`src/rtl/sap1_fetch_unit.sv`:
```
// SAP-1 fetch/decode sequencer: steps T1..T5, reads instruction and operand
// words from the 16x8 RAM and hands each decoded instruction to execute.
module sap1_fetch_unit #(
   parameter int ADDR_W = 4,
   parameter int DATA_W = 8
) (
   input  logic              clk,
   input  logic              rst_n,
   input  logic              run,
   output logic [ADDR_W-1:0] mem_addr,
   output logic              mem_rd_en,
   input  logic [DATA_W-1:0] mem_data,
   output logic              exec_valid,
   input  logic              exec_ready,
   output logic [3:0]        exec_op,
   output logic [DATA_W-1:0] exec_operand,
   output logic [ADDR_W-1:0] pc,
   output logic              halted
);

   typedef enum logic [2:0] {
      S_T1   = 3'd0,
      S_T2   = 3'd1,
      S_T3   = 3'd2,
      S_T4   = 3'd3,
      S_T5   = 3'd4,
      S_HALT = 3'd5
   } state_t;

   localparam logic [3:0]        OP_LDA = 4'h0;
   localparam logic [3:0]        OP_ADD = 4'h1;
   localparam logic [3:0]        OP_SUB = 4'h2;
   localparam logic [3:0]        OP_OUT = 4'hE;
   localparam logic [3:0]        OP_HLT = 4'hF;
   localparam logic [ADDR_W-1:0] PC_INC = ADDR_W'(1);

   function automatic logic has_operand(input logic [3:0] op);
      return (op == OP_LDA) || (op == OP_ADD) || (op == OP_SUB);
   endfunction

   state_t              state_q, state_d;
   logic [ADDR_W-1:0]   pc_q, pc_d;
   logic [ADDR_W-1:0]   mar_q, mar_d;
   logic [DATA_W-1:0]   ir_q, ir_d;
   logic [DATA_W-1:0]   operand_q, operand_d;
   logic                rd_en_q, rd_en_d;
   logic                valid_q, valid_d;
   logic                halted_q, halted_d;
   logic [3:0]          opcode_s;

   assign opcode_s = ir_q[DATA_W-1:DATA_W-4];

   always_comb begin
      state_d   = state_q;
      pc_d      = pc_q;
      mar_d     = mar_q;
      ir_d      = ir_q;
      operand_d = operand_q;
      halted_d  = halted_q;
      case (state_q)
         S_T1: begin
            if (run) begin
               mar_d   = pc_q;
               state_d = S_T2;
            end else begin
               state_d = S_T1;
            end
         end
         S_T2: begin
            ir_d    = mem_data;
            pc_d    = pc_q + PC_INC;
            state_d = S_T3;
         end
         S_T3: begin
            if (has_operand(opcode_s)) begin
               mar_d   = ir_q[ADDR_W-1:0];
               state_d = S_T4;
            end else if (opcode_s == OP_OUT) begin
               operand_d = '0;
               state_d   = S_T5;
            end else if (opcode_s == OP_HLT) begin
               halted_d = 1'b1;
               state_d  = S_HALT;
            end else begin
               state_d = S_T1;
            end
         end
         S_T4: begin
            operand_d = mem_data;
            state_d   = S_T5;
         end
         S_T5: begin
            if (valid_q && exec_ready) begin
               state_d = S_T1;
            end else begin
               state_d = S_T5;
            end
         end
         S_HALT: begin
            state_d = S_HALT;
         end
         default: begin
            state_d = S_T1;
         end
      endcase
      // Strobes are decoded from the next state so they are registered yet aligned with it.
      rd_en_d = (state_d == S_T2) || (state_d == S_T4);
      valid_d = (state_d == S_T5);
   end

   always_ff @(posedge clk or negedge rst_n) begin
      if (!rst_n) begin
         state_q   <= S_T1;
         pc_q      <= '0;
         mar_q     <= '0;
         ir_q      <= '0;
         operand_q <= '0;
         rd_en_q   <= 1'b0;
         valid_q   <= 1'b0;
         halted_q  <= 1'b0;
      end else begin
         state_q   <= state_d;
         pc_q      <= pc_d;
         mar_q     <= mar_d;
         ir_q      <= ir_d;
         operand_q <= operand_d;
         rd_en_q   <= rd_en_d;
         valid_q   <= valid_d;
         halted_q  <= halted_d;
      end
   end

   assign mem_addr     = mar_q;
   assign mem_rd_en    = rd_en_q;
   assign exec_valid   = valid_q;
   assign exec_op      = opcode_s;
   assign exec_operand = operand_q;
   assign pc           = pc_q;
   assign halted       = halted_q;

endmodule

```
`config.mk`:
```
export PLATFORM = sky130hd
export DESIGN_NAME = sap1_fetch_unit
export DESIGN_NICKNAME = d
export VERILOG_FILES = /design/src/rtl/sap1_fetch_unit.sv
export SDC_FILE = /design/constraint.sdc
export NUM_CORES = 1
export LEC_CHECK = 0
export CORE_AREA = 4 4 58 60
export DETAILED_ROUTE_END_ITERATION = 7
export DIE_AREA = 0 0 62 64
export PLACE_DENSITY = 0.85
export SETUP_SLACK_MARGIN = 0.02
export SLEW_MARGIN = 15
export SYNTH_ARGS = -nofsm -noshare
export SYNTH_HDL_FRONTEND = slang
export SYNTH_SLANG_ARGS = --single-unit
```
`constraint.sdc`:
```
create_clock -name clk -period 4.5 [get_ports clk]
set_clock_uncertainty 0.1 [all_clocks]
set_input_delay 1.35 -clock clk [delete_from_list [all_inputs] [get_ports clk]]
set_output_delay 1.35 -clock clk [all_outputs]
set_load 0.1 [all_outputs]
```
==> results.cfg, run 1 <==
[detailed_routing]
drt_iter0_markers = 20
routed_via_density = 5.22
num_vias = 830
drc = 0
ant_nets = 0
drtPass1Iterations = 4
wl_per_cell_microns = 15.9
drt_wl_total_microns = 2540

[critical_path]
crit_type = reg2out
start_kind = flop
crit_family = buffers and inverters
path_buf_inv = 1
required_ns = 3.05
max_stage_delay_ns = 1.16
slowest_stage = clkdlybuf4s50_1
crit_chain = clkdlybuf4s50_1
path_max_fanout = 6
end_kind = output port
arrival_ns = 1.93

[clock_tree]
root_buffer = clkbuf_4
insertion_delay_ns = 0.33
cts-htree-levels = 2
cts_tree = built
numCtsBuffers = 5
cts_hold_buffers = 0
cts_resized = 0
clk_path_buf_depth = 2
post_cts_buffers = 0
cts_sinks = 30
clkTransAtPathRegs_ns = 0.09

[global_routing]
grt_antenna_before_repair = 0
grt_usage = 0.153
grt_pass1_vias = 926
grt_pass1_wl_microns = 4390
overflow = 0
grt_max_degree = 31

[timing]
layout_min_cycle_time_ns = 3.38
worstMarginPinSlew_ns = 0.986
slew_violations = 0
rsz0062_at_grt = no
maxSlewHeadroom = 0.341
tns_ns = 0
hold_ws_ns = 0.378
period_share = 0.752
finalSetupViolCount = 0
final_hold_viol_count = 0
fmax_mhz = 296

[layout]
final_common_cell = clkdlybuf4s50_1
drive_gt1_frac = 0.190
fin_nets = 138
diodes = 0
syn2layout_area_growth_pct = 30.2
final_area_sq_um = 1710
final_cell_mix = clkdlybuf4s50_1 (34), dfrtp_1 (30), a22o_1 (8)
fin_util = 0.585

[logic_synthesis]
netlist_area_sq_um = 1320
synth_top_family_by_area = multiplexers
postSynthCellCount = 89
synth_xor_area_frac = 0.0200
yosysUniqueCellTypes = 29
synth_compound_area_frac = 0.106
ys_seq_area_frac = 0.571
synth_warnings = 0
synth_fp_nets = 102
synth.avg_cell_area_sq_um = 14.8
synthAdderAreaFrac = 0.00951
yosys.area_share.simple = 0.0913
ys_ff_latch = 30
synthMuxAreaShare = 0.157

[floorplanning]
core-area_sq_um = 2930
rows = 20
die_y_microns = 64
die_area_sq_um = 3970
ios = 35
start_util = 0.449
fp.dieW_microns = 62

[job]
maxCapViolCount = 0

[place]
placed_area_sq_um = 1650
post-dp-hpwl_microns = 1900
io_buffers = 34
globalplace.congestion = 0.808

[min_path]
min_path_type = reg2reg

[outcome]
status = finished, final reports clean
## flip-flops by register name, indices dropped and copies added, names as in the netlist
signal	flops
pc	4
state_q	3
exec_valid	1
halted	1
mem_addr	4
exec_operand	8
ir_q	8
mem_rd_en	1
## synth_stat cells
library cell,count,area (sq um)
or2b_1,1,7.51
mux2_2,7,78.8
nor2_2,1,6.26
nand4_1,2,12.5
a2111oi_2,1,15.0
nand4b_1,1,8.76
nand3b_1,1,7.51
a211oi_1,1,7.51
nand2_1,1,3.75
nor3b_4,2,37.5
a31oi_1,1,6.26
a2bb2oi_1,1,8.76
a211o_1,1,8.76
dfrtp_1,30,751
or2_1,1,6.26
mux2_1,6,67.6
mux2_4,4,60.1
xnor2_1,2,17.5
inv_1,2,7.51
buf_6,2,22.5
a21o_1,3,22.5
nor4b_1,1,8.76
a22o_1,8,70.1
nor2_1,1,3.75
nor3_2,1,10.0
buf_4,4,30.0
ha_1,1,12.5
and2b_1,1,7.51
xor2_1,1,8.76
## area by class of cell
cell class              count  area [sq um]
fillers                   231          1220
flip-flops and latches     30           751
multi-input cells          51           504
repair buffers             35           348
clock buffers               7          55.1
well taps                  33          41.3
inverters                   2          7.51
clock inverters             1          5.00
## routing by layer
metal  global-route usage  routed length (microns)  vias up
li1                     -                        -      401
met2                0.220                     1190       28
met1                0.200                     1140      399
met4               0.0584                       27        0
met5                    0                        0        -
met3               0.0707                      177        2
## final timing paths
kind	startpoint	endpoint	slack [ns]	cells after the start
setup / recovery	ir_q[7]	exec_op[3]	1.12	1
hold / removal	halted	halted	0.38	1
setup reg to reg	state_q[2]	mem_addr[2]	2.71	3
hold reg to reg	halted	halted	0.38	1
max in group asynchronous	rst_n	state_q[2]	2.74	2
min in group asynchronous	rst_n	ir_q[2]	1.30	2
## stage by stage
stage	instances	setup slack (ns)
after global placement	151	1.51
final	159	1.12
after floorplan	89	2.10
after detailed placement	151	1.46
after global routing	159	1.06
after CTS	159	1.08
## logic make-up after synthesis
| group | count (synthesis) |
|---|---|
| and+or+nand+nor | 14 |
| adders and majority gates | 1 |
| xor gates and xnor gates | 3 |
| buffers and inverters | 8 |
| muxes | 17 |
| DFF | 30 |
| AOI/OAI and AO/OA | 16 |
Power of run 1 is left out: the tool's default activity adds up to more than one toggle a clock period on the data nets, which glitch-free logic cannot reach.
==> run 2: changes to the inputs <==
- clock period: 4.5 -> 3.37 ns (I/O delays scaled with it)
==> results.cfg, run 2 (synthesized netlist as in run 1, its figures left out) <==
[critical_path]
path_max_fanout = 7
path_buf_inv = 1
crit_family = buffers and inverters
arrival_ns = 2.33
crit_chain = clkdlybuf4s50_1 -> nor4b_1 -> a21o_1 -> mux2_4
slowest_stage = clkdlybuf4s50_1
end_kind = flop
max_stage_delay_ns = 0.44
rrSetupSlack_ns = 1.61
start_kind = input port
crit_type = in2reg
required_ns = 3.49

[min_path]
min_path_type = reg2reg

[clock_tree]
cts_sinks = 30
cts-htree-levels = 2
numCtsBuffers = 5
cts_tree = built
post_cts_buffers = 0
clkTransAtPathRegs_ns = 0.09
clk_path_buf_depth = 2
insertion_delay_ns = 0.32
cts_resized = 0
root_buffer = clkbuf_4
cts_hold_buffers = 0

[layout]
seqCellArea_sq_um = 751
multi_input_area_sq_um = 504
final_common_cell = dfrtp_1
instances_no_fill = 159
fillers = 234
drive_gt1_frac = 0.365
syn2layout_area_growth_pct = 26.9
final_cell_mix = dfrtp_1 (30), buf_4 (24), clkdlybuf4s50_1 (11)
diodes = 0
fin_nets = 138

[detailed_routing]
drt-met1-wl_microns = 1110
drt_iter0_markers = 23
wl_per_cell_microns = 15.1
routed_via_density = 5.23
wl_met3_microns = 164
num_vias = 832
drt_wl_total_microns = 2400
route.met2.wl_microns = 1100
top_layer_used = met4
drc = 0
drtPass1Iterations = 4
ant_nets = 0

[timing]
layout_min_cycle_time_ns = 2.21
final_hold_viol_count = 0
period_share = 0.657
slew_violations = 0
fmax_mhz = 452
maxSlewHeadroom = 0.604
worstMarginPinSlew_ns = 0.593
tns_ns = 0
finalSetupViolCount = 0
rsz0062_at_grt = no

[floorplanning]
fp.dieW_microns = 62
die_area_sq_um = 3970
die_y_microns = 64
ios = 35
rows = 20
core-area_sq_um = 2930
start_util = 0.449

[global_routing]
overflow = 0
grt_pass1_wl_microns = 4040
grt_pass1_vias = 869
grt_usage = 0.142
grt_antenna_before_repair = 0
grt_max_degree = 31

[outcome]
status = finished, final reports clean

[place]
placedCellCount = 151
io_buffers = 34
globalplace.congestion = 0.718

[job]
maxCapViolCount = 0
==> run 2: changes by cell type in the layout (fill, tap and decap cells not counted), sizes merged <==
cell	before	now
buf	1	24
clkdlybuf4s50	34	11
bufinv	0	1
clkinv	1	0
==> run 2: metrics by stage <==
| step | utilization | cell area, sq um | hold WS, ns | setup slack [ns] |
|---|---|---|---|---|
| 2_1_floorplan | - | 1320 | 0.352 | 1.30 |
| 3_3_place_gp | 0.544 | 1590 | 0.350 | 0.834 |
| 3_5_place_dp | 0.544 | 1590 | 0.356 | 0.816 |
| 4_1_cts | 0.570 | 1670 | 0.376 | 1.14 |
| 5_1_grt | 0.570 | 1670 | 0.405 | 1.09 |
| 6_report | 0.570 | 1670 | 0.368 | 1.16 |
==> run 2: final cells by class <==
type	instances	share of cell area
sequential	30	0.450
multi-input combinational	51	0.302
timing repair buffer	35	0.174
clock buffer	7	0.0270
tap	33	0.0247
clock inverter	1	0.0180
inverter	2	0.00450
==> run 2: metal layers <==
metal | GRT usage | vias to the layer above
met3 | 0.0545 | 3
met1 | 0.200 | 403
li1 | - | 395
met2 | 0.193 | 31
met4 | 0.0557 | 0
met5 | 0 | -
==> run 2: path summary, 6_finish.rpt <==
path	end	cells after the start	start
setup / recovery	mem_addr[0]	4	run
setup reg to reg	mem_addr[0]	3	state_q[2]
min in group asynchronous	pc[0]	2	rst_n
hold / removal	halted	1	halted
max in group asynchronous	state_q[2]	2	rst_n
hold reg to reg	halted	1	halted
Power of run 2 is left out for the same reason.
==> run 3: changes to the inputs <==
- CORE_AREA: 4 4 58 60 -> 4 4 61 63
- DIE_AREA: 0 0 62 64 -> 0 0 65 67
- PLACE_DENSITY: 0.85 -> 0.81
- clock period: 3.37 -> 2 ns (I/O delays scaled with it)
==> results.cfg, run 3 (synthesized netlist as in run 1, its figures left out) <==
[floorplanning]
core-area_sq_um = 3230
ios = 35
rows = 21
die_y_microns = 67
fp.dieW_microns = 65
die_area_sq_um = 4360
start_util = 0.407

[detailed_routing]
wl_per_cell_microns = 15.1
ant_nets = 0
drt_wl_total_microns = 2630
routed_via_density = 4.80
drtPass1Iterations = 3
num_vias = 835
drt_iter0_markers = 24
drc = 0

[clock_tree]
cts-htree-levels = 2
cts_sinks = 30
numCtsBuffers = 5
root_buffer = clkbuf_4
cts_tree = built
post_cts_buffers = 0
clk_path_buf_depth = 2
clkTransAtPathRegs_ns = 0.09
cts_hold_buffers = 0
cts_resized = 0
insertion_delay_ns = 0.32

[timing]
layout_min_cycle_time_ns = 1.77
tns_ns = 0
maxSlewHeadroom = 0.755
rsz0062_at_grt = no
slew_violations = 0
final_hold_viol_count = 0
hold_ws_ns = 0.406
fmax_mhz = 565
finalSetupViolCount = 0
period_share = 0.886
worstMarginPinSlew_ns = 0.367

[critical_path]
path_max_fanout = 5
required_ns = 2.11
arrival_ns = 1.89
end_kind = flop
start_kind = input port
crit_type = in2reg

[global_routing]
grt_antenna_before_repair = 0
overflow = 0
grt_pass1_vias = 916
grt_max_degree = 31
grt_pass1_wl_microns = 4420
grt_usage = 0.137

[layout]
final_common_cell = dfrtp_1
fin_nets = 140
final_cell_mix = dfrtp_1 (30), buf_12 (23), clkdlybuf4s50_1 (11)
syn2layout_area_growth_pct = 51.2
drive_gt1_frac = 0.375
diodes = 0

[job]
maxCapViolCount = 0

[place]
io_buffers = 34
post-dp-hpwl_microns = 1980
globalplace.congestion = 0.740

[min_path]
min_path_type = reg2reg

[outcome]
status = finished, final reports clean
-- run 3: cell type report --
cell class                 count  area (sq um)
tap                           46          57.6
inverter                       2          7.51
sequential                    30           751
fill                         247          1240
timing repair buffer          37           593
clock buffer                   7          45.0
clock inverter                 1          30.0
multi-input combinational     51           504
-- run 3: layer usage --
metal	global-route usage	share of wire	wire [microns]	vias to the layer above
met5	0	0	0	-
met4	0.0633	0.013	33	0
met3	0.0624	0.055	144	2
met2	0.201	0.50	1310	23
met1	0.170	0.43	1140	409
li1	-	-	-	401
-- run 3: path summary, 6_finish.rpt --
path                               endpoint  cells after the start        from  slack, ns
worst min register to register      ir_q[2]                      1     ir_q[2]       0.41
worst max-delay path            mem_addr[0]                      4         run       0.23
min in group asynchronous        state_q[0]                      2       rst_n       0.56
worst max register to register  mem_addr[0]                      3  state_q[0]       0.28
max in group asynchronous           ir_q[6]                      2       rst_n       0.97
worst min-delay path                ir_q[2]                      1     ir_q[2]       0.41
-- run 3: metrics by stage --
step / worst slack [ns] / instance area [sq um] / utilization / cells
floorplan: 0.176 / 1320 / - / 89
global placement: -0.0793 / 1910 / 0.592 / 166
detailed placement: -0.120 / 1910 / 0.592 / 166
CTS: 0.218 / 1990 / 0.615 / 174
global route: 0.179 / 1990 / 0.615 / 174
finish: 0.229 / 1990 / 0.615 / 174
-- run 3: worst max-delay path: stages --
cell and delay [ns]:
clkdlybuf4s50_1 0.45, nor4b_1 0.24, a21o_1 0.27, mux2_4 0.32
Power of run 3 is left out for the same reason.
